File: config.mk
export PLATFORM = sky130hd
export DESIGN_NAME = uart_rx_fifo
export DESIGN_NICKNAME = d
export VERILOG_FILES = /design/src/rtl/uart_rx_fifo.sv
export SDC_FILE = /design/constraint.sdc
export NUM_CORES = 1
export LEC_CHECK = 0
export ABC_AREA = 0
export BUFFER_PORTS_ARGS = -buffer_cell sky130_fd_sc_hd__buf_2
export CAP_MARGIN = 20
export CORE_UTILIZATION = 45
export DETAILED_ROUTE_END_ITERATION = 10
export PLACE_DENSITY_LB_ADDON = 0.15
export SYNTH_ARGS = -nofsm -noshare
export SYNTH_HDL_FRONTEND = slang
export SYNTH_SLANG_ARGS = --single-unit
File: constraint.sdc
create_clock -name clk -period 7.9 [get_ports clk]
set_clock_uncertainty 0.15 [all_clocks]
set_input_delay 0.79 -clock clk [delete_from_list [all_inputs] [get_ports clk]]
set_output_delay 0.79 -clock clk [all_outputs]
set_load 0.01 [all_outputs]
File: src/rtl/uart_rx_fifo.sv
// UART 8N1 receiver feeding a byte FIFO with a ready/valid output stream.
// Define UART_RX_PARITY_EN for an even-parity bit and the o_parity_err flag.
module uart_rx_fifo #(
  parameter int CLKS_PER_BIT = 434,
  parameter int FIFO_DEPTH   = 16
) (
  input  logic                          clk,
  input  logic                          rst_n,
  input  logic                          i_rx,
  input  logic                          i_clr,
  output logic [7:0]                    o_data,
  output logic                          o_valid,
  input  logic                          i_ready,
  output logic [$clog2(FIFO_DEPTH):0]   o_level,
  output logic                          o_frame_err,
`ifdef UART_RX_PARITY_EN
  output logic                          o_parity_err,
`endif
  output logic                          o_overflow
);

  localparam int AW = $clog2(FIFO_DEPTH);
  localparam int LW = AW + 1;
  localparam int BW = $clog2(CLKS_PER_BIT);
  localparam logic [BW-1:0] FULL = BW'(CLKS_PER_BIT - 1);
  localparam logic [BW-1:0] HALF = BW'(CLKS_PER_BIT / 2 - 1);
  localparam logic [LW-1:0] DEPTH = LW'(FIFO_DEPTH);

  typedef enum logic [2:0] {
    S_IDLE,
    S_START,
    S_DATA,
`ifdef UART_RX_PARITY_EN
    S_PARITY,
`endif
    S_STOP,
    S_BREAK
  } state_e;

  state_e          state_q;
  logic [BW-1:0]   baud_q;
  logic [2:0]      bit_q;
  logic [7:0]      shift_q;
  logic            sync1_q;
  logic            sync2_q;
  logic            frame_err_q;
  logic            overflow_q;
  logic [7:0]      mem_q [FIFO_DEPTH];
  logic [AW-1:0]   wp_q;
  logic [AW-1:0]   rp_q;
  logic [LW-1:0]   cnt_q;

  logic rxs;
  logic tick;
  logic push;
  logic pop;
  logic full;
  logic wr;

  assign rxs  = sync2_q;
  assign tick = (baud_q == '0);

`ifdef UART_RX_PARITY_EN
  logic par_bad_q;
  logic parity_err_q;
  assign o_parity_err = parity_err_q;
  assign push = (state_q == S_STOP) && tick && rxs && !par_bad_q;
`else
  assign push = (state_q == S_STOP) && tick && rxs;
`endif

  assign full = (cnt_q == DEPTH);
  assign pop  = o_valid && i_ready;
  assign wr   = push && (!full || pop);

  assign o_data      = mem_q[rp_q];
  assign o_valid     = (cnt_q != '0);
  assign o_level     = cnt_q;
  assign o_frame_err = frame_err_q;
  assign o_overflow  = overflow_q;

  // Two-flop synchronizer on the idle-high serial line
  always_ff @(posedge clk or negedge rst_n) begin
    if (!rst_n) begin
      sync1_q <= 1'b1;
      sync2_q <= 1'b1;
    end else begin
      sync1_q <= i_rx;
      sync2_q <= sync1_q;
    end
  end

  // Frame FSM: mid-bit sampling, byte assembly and sticky line errors
  always_ff @(posedge clk or negedge rst_n) begin
    if (!rst_n) begin
      state_q     <= S_IDLE;
      baud_q      <= '0;
      bit_q       <= '0;
      shift_q     <= '0;
      frame_err_q <= 1'b0;
`ifdef UART_RX_PARITY_EN
      par_bad_q    <= 1'b0;
      parity_err_q <= 1'b0;
`endif
    end else begin
      if (i_clr) begin
        frame_err_q <= 1'b0;
`ifdef UART_RX_PARITY_EN
        parity_err_q <= 1'b0;
`endif
      end
      if (!tick) begin
        baud_q <= baud_q - 1'b1;
      end
      case (state_q)
        S_IDLE: begin
          if (!rxs) begin
            baud_q  <= HALF;
            state_q <= S_START;
          end
        end
        S_START: begin
          if (tick) begin
            if (rxs) begin
              state_q <= S_IDLE;
            end else begin
              baud_q  <= FULL;
              bit_q   <= '0;
              state_q <= S_DATA;
`ifdef UART_RX_PARITY_EN
              par_bad_q <= 1'b0;
`endif
            end
          end
        end
        S_DATA: begin
          if (tick) begin
            shift_q <= {rxs, shift_q[7:1]};
            baud_q  <= FULL;
            bit_q   <= bit_q + 1'b1;
            if (bit_q == 3'd7) begin
`ifdef UART_RX_PARITY_EN
              state_q <= S_PARITY;
`else
              state_q <= S_STOP;
`endif
            end
          end
        end
`ifdef UART_RX_PARITY_EN
        S_PARITY: begin
          if (tick) begin
            baud_q  <= FULL;
            state_q <= S_STOP;
            if ((^shift_q) != rxs) begin
              par_bad_q    <= 1'b1;
              parity_err_q <= 1'b1;
            end
          end
        end
`endif
        S_STOP: begin
          if (tick) begin
            if (rxs) begin
              state_q <= S_IDLE;
            end else begin
              frame_err_q <= 1'b1;
              state_q     <= S_BREAK;
            end
          end
        end
        S_BREAK: begin
          if (rxs) begin
            state_q <= S_IDLE;
          end
        end
        default: state_q <= S_IDLE;
      endcase
    end
  end

  // Byte FIFO; a pop in the same cycle frees the slot for a push when full
  always_ff @(posedge clk or negedge rst_n) begin
    if (!rst_n) begin
      for (int i = 0; i < FIFO_DEPTH; i++) begin
        mem_q[i] <= '0;
      end
      wp_q       <= '0;
      rp_q       <= '0;
      cnt_q      <= '0;
      overflow_q <= 1'b0;
    end else begin
      if (wr) begin
        mem_q[wp_q] <= shift_q;
        wp_q        <= wp_q + 1'b1;
      end
      if (pop) begin
        rp_q <= rp_q + 1'b1;
      end
      case ({wr, pop})
        2'b10:   cnt_q <= cnt_q + 1'b1;
        2'b01:   cnt_q <= cnt_q - 1'b1;
        default: cnt_q <= cnt_q;
      endcase
      if (push && full && !pop) begin
        overflow_q <= 1'b1;
      end else if (i_clr) begin
        overflow_q <= 1'b0;
      end
    end
  end

endmodule

==> flow_summary_export.csv, run 1 <==
group,metric,value,unit
synthesis,ys_seq_area_share,51.79,%
grt,use_met3,5.369,%
place,gp_congestion,0.8060,
clock_network,cts_resized,0,
floorplan,floorplan.initialDensity,46.47,%
grt,grt_pass1_wl,27350,µm
synthesis,yosys-top-cells-count,"166 x dfrtp_1, 119 x mux2_2, 40 x mux4_2",
clock_network,cts_buffer_depth,2,
final_layout,postLayoutCellArea,9034,µm²
clock_network,clk_latency,0.43,ns
synthesis,synth_cell_types,49,
synthesis,yosysTopAreaCellShare,51.15,%
setup_path,cp.required,8.04,ns
pwr,leakagePower,0.004350,µW
clock_network,clock-root-buffer,"clkbuf_16",
setup_path,reg2reg_from,"baud_q[0]",
route,routedWlPerCell,21.49,µm
setup_path,critPathArrivalTime,3.91,ns
route,drc,0,
grt,grt_use_met1,28.42,%
clock_network,clk_pin_slew,0.06,ns
synthesis,yosys-top-cells-area,"dfrtp_1 51%, mux2_2 16%, mux4_2 11%",
timing,maxSlewViolCount,0,
floorplan,die_h,136.3,µm
pwr,swShare,26.67,%
clock_network,numCtsBuffers,17,
synthesis,synth_nets,563,
floorplan,die-area,18590,µm²
setup_path,crit_start,"baud_q[0]",
synthesis,synthMuxAreaShare,30.63,%
pwr,p_int,1547,µW
grt,grt_usage,20.48,%
place,postPlaceCellArea,8406,µm²
clock_network,cts_hold_buffers,0,
place,portBuffers,20,
clock_network,cts_tree,"built",
synthesis,synth.most_common_cell,"dfrtp_1",
timing,fin_crit_sh,47.64,%
place,pre_cts_ws,4.173,ns
clock_network,postCtsSetupBuffers,0,
setup_path,cp-endpoint,"o_level[4]",
final_layout,fillers,1452,
min_path,hold_path.class,"register to register",
floorplan,ioPinCount,21,
synthesis,synth_top_family_by_area,"multiplexers",
final_layout,layout.nets,575,
grt,busiest_layer,"met2",
status,status,"complete, no violations",
synthesis,synth_top_cell_by_area,"dfrtp_1",
final_layout,syn2layout_area_growth,11.23,%
synthesis,synthArstFlopShare,100.0,%
route,dr.pass1.iters,4,
final_layout,drive_above_1_share,41.27,%
timing,setup_viol,0,
synthesis,synth-main-ff-cell,"dfrtp_1",
synthesis,synthXorXnorAreaFrac,1.618,%
final_layout,antenna_cells,0,
floorplan,core_area,17480,µm²
timing,rsz0062_at_grt,"no",
route,via_count,4558,
synthesis,ys_warn_count,0,
timing,hold_viol,0,
synthesis,syn_avg_cell_area,14.93,µm²
synthesis,synth-edff-count,0,
timing,max_slew_margin,36.21,%
grt,grt_antenna_before_repair,0,
grt,met2_usage,31.81,%
synthesis,synth_area,8122,µm²
place,hpwl,10300,µm
timing,worst_pin_slew,0.9548,ns
setup_path,worstRegToRegCells,11,
synthesis,synth_seq_cells,168,
grt,grt_pass1_vias,4700,
timing,post-route-min-period,3.763,ns
floorplan,fp.dieW,136.3,µm
pwr,p_switching,562.7,µW
clock_network,cts.sinks,168,
clock_network,cts_max_level,4,
pwr,pwr-share-comb,14.9,%
route,antenna_left,0,
grt,grt_max_degree,86,
route,routed_wl,17020,µm
setup_path,end_kind,"register",
route,drtIter0Drc,333,
pwr,vdd_ir_drop_max,0.1676,mV
synthesis,synthAdderAreaFrac,2.157,%
synthesis,synth_cells,544,
setup_path,critPathKind,"register to register",
timing,timing.final.ws_setup,4.137,ns
timing,fin_setup_tns,0,ns
pwr,p_clk_share,40.1,%
synthesis,synthSimpleGateAreaFrac,8.304,%
setup_path,worstPathMaxFanout,13,
timing,fmax,0.2657,GHz
job,timing.max_cap.violations,0,
setup_path,rrSetupSlack,4.14,ns
setup_path,rr_endpoint,"o_level[4]",
floorplan,rows,48,
setup_path,start_kind,"register",
route,vias_per_cell,5.755,
pwr,power_density,233.6,nW/µm²
grt,gr-total-overflow,0,
pwr,pwr-share-seq,45.1,%
synthesis,synth_compound_area_share,3.328,%
## critical path, stage by stage, from the launching register on
cell	delay, ns
dfrtp_1	0.42
inv_1	0.10
ha_1	0.17
or4b_1	0.60
nor3_1	0.37
nand3_1	0.18
ha_1	0.36
ha_1	0.28
or4b_2	0.63
o32ai_1	0.13
nor4b_1	0.11
xnor2_1	0.14
## power by group through the flow
stage / clock network (µW) / logic (µW) / registers (µW)
after floorplan: 0 / 263 / 922
after global placement: 0 / 318 / 967
after detailed placement: 0 / 324 / 968
after CTS: 865 / 323 / 953
after global routing: 904 / 345 / 959
final: 845 / 314 / 951
## cells by family after synthesis
family / count (synthesis)
mux: 181
flops: 168
simple gates: 85
buf+inv: 44
compound gates: 37
xor+xnor: 15
fa+ha+maj: 14
## stage by stage
| stage | utilization, % | std cells | hold WS [ns] | total power (µW) |
|---|---|---|---|---|
| 6_report | 51.69 | 792 | 0.2270 | 2110 |
| 5_1_grt | 51.69 | 792 | 0.2354 | 2208 |
| 4_1_cts | 51.50 | 790 | 0.2273 | 2142 |
| 3_5_place_dp | 48.10 | 760 | 0.2144 | 1292 |
| 3_3_place_gp | 48.10 | 760 | 0.2162 | 1285 |
| 2_1_floorplan | - | 544 | 0.1952 | 1185 |
## state kept, by name (all words and copies together) (netlist names)
register	count
baud_q	9
bit_q	3
mem_q	128
o_frame_err	1
o_level	5
o_overflow	1
rp_q	4
rxs	1
shift_q	8
state_q	3
sync1_q	1
wp_q	4
## layer usage
layer / up-vias / share of wire, %
met4: 0 / 1.0
met3: 12 / 3.9
met1: 2391 / 47
li1: 2084 / -
met2: 71 / 48
met5: - / 0
## worst min-delay path by stage
stage	start	endpoint	slack [ns]	cells after the start
final	sync1_q	rxs	0.23	0
after global routing	sync1_q	rxs	0.24	0
after floorplan	sync1_q	rxs	0.20	0
after global placement	sync1_q	rxs	0.22	0
after CTS	sync1_q	rxs	0.23	0
after detailed placement	sync1_q	rxs	0.21	0
## layout make-up
class / instances / area (µm²) / share of cell area (%)
clock inverter: 8 / 121.4 / 1.343
multi-input combinational: 332 / 3739 / 41.39
inverter: 11 / 41.29 / 0.4571
timing repair buffer: 26 / 168.9 / 1.870
clock buffer: 22 / 474.2 / 5.249
tap: 225 / 281.5 / 3.116
sequential: 168 / 4208 / 46.58
## cell usage in the layout (no fill, tap or decap), types with 4 or more instances in the layout
| master | count |
|---|---|
| dfrtp_1 | 165 |
| mux2_2 | 119 |
| mux4_2 | 40 |
| mux2_1 | 21 |
| buf_2 | 19 |
| clkbuf_16 | 17 |
| nand2_1 | 14 |
| ha_1 | 14 |
| nor2_1 | 11 |
| inv_1 | 11 |
| o21ai_0 | 10 |
| nand4_4 | 10 |
| xnor2_1 | 9 |
| nor3_1 | 6 |
| xor2_1 | 6 |
| nand4_2 | 6 |
| a21oi_1 | 5 |
| nand3_1 | 5 |
| nor3b_1 | 5 |
| or4_1 | 4 |
| nand4_1 | 4 |
| nor4_1 | 4 |
| buf_4 | 4 |
Power figures use the tool's default switching activity.
==> inputs of run 2 (changes only) <==
==> constraint.sdc (replaced) <==
create_clock -name clk -period 3.1 [get_ports clk]
set_clock_uncertainty 0.15 [all_clocks]
set_input_delay 0.31 -clock clk [delete_from_list [all_inputs] [get_ports clk]]
set_output_delay 0.31 -clock clk [all_outputs]
set_load 0.01 [all_outputs]
==> run 2 against run 1 <==
  * Via count increased by 6.1%
  * First-iteration DRC count decreased by 0.60%
  * Combinational power increased to 3.0 times the previous value
  * Design area increased by 5.1%
==> flow_summary_export.csv, run 2 (synthesis gave the netlist of run 1 again) <==
group,metric,value,unit
floorplan,ioPinCount,21,
setup_path,cp.required,3.26,ns
final_layout,top_register,"mem_q",
route,antenna_left,0,
setup_path,critPathMaxStageDelay,0.59,ns
timing,maxSlewViolCount,0,
floorplan,die-area,18590,µm²
route,routedWlPerCell,21.60,µm
min_path,hold_path.class,"register to register",
setup_path,end_kind,"register",
setup_path,rrSetupSlack,0.17,ns
clock_network,clock-root-buffer,"clkbuf_16",
timing,max_slew_margin,44.26,%
timing,worst_pin_slew,0.8361,ns
final_layout,largest_register_ffs,128,
setup_path,cp_top_family,"simple AND/OR/NAND/NOR gates",
place,pre_cts_ws,-0.004077,ns
route,drc,0,
final_layout,fin_cells,834,
grt,grt_pass1_wl,29300,µm
floorplan,floorplan.initialDensity,46.47,%
grt,grt_pass1_vias,5199,
timing,fmax,0.3418,GHz
clock_network,numCtsBuffers,17,
min_path,hold_end,"rxs",
route,dr.pass1.iters,4,
final_layout,top_regs,"mem_q: 128 flops, baud_q: 9 flops, shift_q: 8 flops",
grt,gr-total-overflow,0,
place,gp_congestion,0.8265,
pwr,leakagePower,0.004547,µW
clock_network,clk_pin_slew,0.07,ns
setup_path,critPathArrivalTime,3.08,ns
floorplan,core_area,17480,µm²
setup_path,cp_cell_sequence,"or4_1 > nor2_1 > nand3_2 > ha_4 > ha_2 > or4b_4 > o32ai_2 > nor4b_2 > xnor2_1",
final_layout,layout_common_cells,"165 x dfrtp_1, 119 x mux2_2, 40 x mux4_2, 39 x buf_4, 21 x mux2_1",
clock_network,cts.sinks,168,
final_layout,antenna_cells,0,
timing,post-route-min-period,2.925,ns
final_layout,fillers,1442,
clock_network,cts_max_level,4,
setup_path,reg2reg_from,"baud_q[6]",
min_path,min-delay-start,"sync1_q",
timing,fin_crit_sh,94.37,%
final_layout,layout.nets,615,
place,place_inst,798,
route,vias_per_cell,5.796,
pwr,vdd_ir_drop_max,0.4489,mV
setup_path,rr_endpoint,"o_level[4]",
setup_path,worstRegToRegCells,9,
job,timing.max_cap.violations,0,
setup_path,critPathKind,"register to register",
grt,grt_usage,21.70,%
grt,grt_antenna_before_repair,0,
clock_network,clk_latency,0.42,ns
route,via_count,4834,
clock_network,cts_tree,"built",
route,routed_wl,18010,µm
place,hpwl,11530,µm
status,status,"complete, no violations",
pwr,power.total,5597,µW
floorplan,die_h,136.3,µm
final_layout,drive_above_1_share,47.95,%
setup_path,cp_slowest_cell,"or4_1",
setup_path,worst-path-buf-inv,0,
setup_path,start_kind,"register",
clock_network,cts_buffer_depth,2,
timing,timing.final.ws_setup,0.1747,ns
timing,hold_viol,0,
timing,setup_viol,0,
grt,grt_max_degree,87,
timing,fin_setup_tns,0,ns
floorplan,rows,48,
place,portBuffers,20,
min_path,holdPathStages,0,
final_layout,syn2layout_area_growth,16.93,%
floorplan,fp.dieW,136.3,µm
timing,hold_ws,0.2077,ns
pwr,power_density,589.3,nW/µm²
setup_path,worstPathMaxFanout,5,
setup_path,crit_cells,9,
final_layout,final_common_cell,"dfrtp_1",
route,drtIter0Drc,331,
## run 2: final cells by class
class	count	area (µm²)	share of cell area (%)
Tap cell	225	281.5	2.964
Multi-Input combinational cell	332	3841	40.45
Clock inverter	14	173.9	1.831
Inverter	11	41.29	0.4348
Timing Repair Buffer	66	509.2	5.362
Clock buffer	18	439.2	4.625
Sequential cell	168	4210	44.33
## run 2: worst max path at each step
stage                    from    endpoint
global placement    baud_q[1]  o_level[4]
global route        baud_q[1]  o_level[4]
CTS                   rp_q[0]   o_data[5]
floorplan           baud_q[0]  o_level[4]
finish              baud_q[6]  o_level[4]
detailed placement  baud_q[1]  o_level[4]
## run 2: metrics by stage
| stage | utilization (%) | instance area, µm² |
|---|---|---|
| global placement | 50.34 | 8798 |
| CTS | 54.06 | 9448 |
| global route | 54.34 | 9497 |
| finish | 54.34 | 9497 |
| detailed placement | 50.34 | 8798 |
| floorplan | - | 8195 |
## run 2: report_power, final
group	leakage (µW)	switching [µW]	total [µW]	internal [µW]
registers	0.00230	206	2470	2260
clock network	0.000277	892	2190	1290
logic	0.00197	468	946	478
total	0.00455	1570	5600	4030
## run 2: timing repair
action,in CTS,in global routing
hold buffers,3,0
setup endpoints to repair,1,3
pin swaps,0,4
gates resized for setup,1,9
endpoints found under the hold margin,82,0
setup buffers,0,1
## run 2: per-layer routing
| metal | vias up | GRT usage [%] | share of wire (%) |
|---|---|---|---|
| li1 | 2170 | - | - |
| met1 | 2572 | 29.38 | 45 |
| met2 | 72 | 35.42 | 50 |
| met3 | 20 | 4.922 | 4.0 |
| met4 | 0 | 5.062 | 1.1 |
| met5 | - | 0 | 0 |
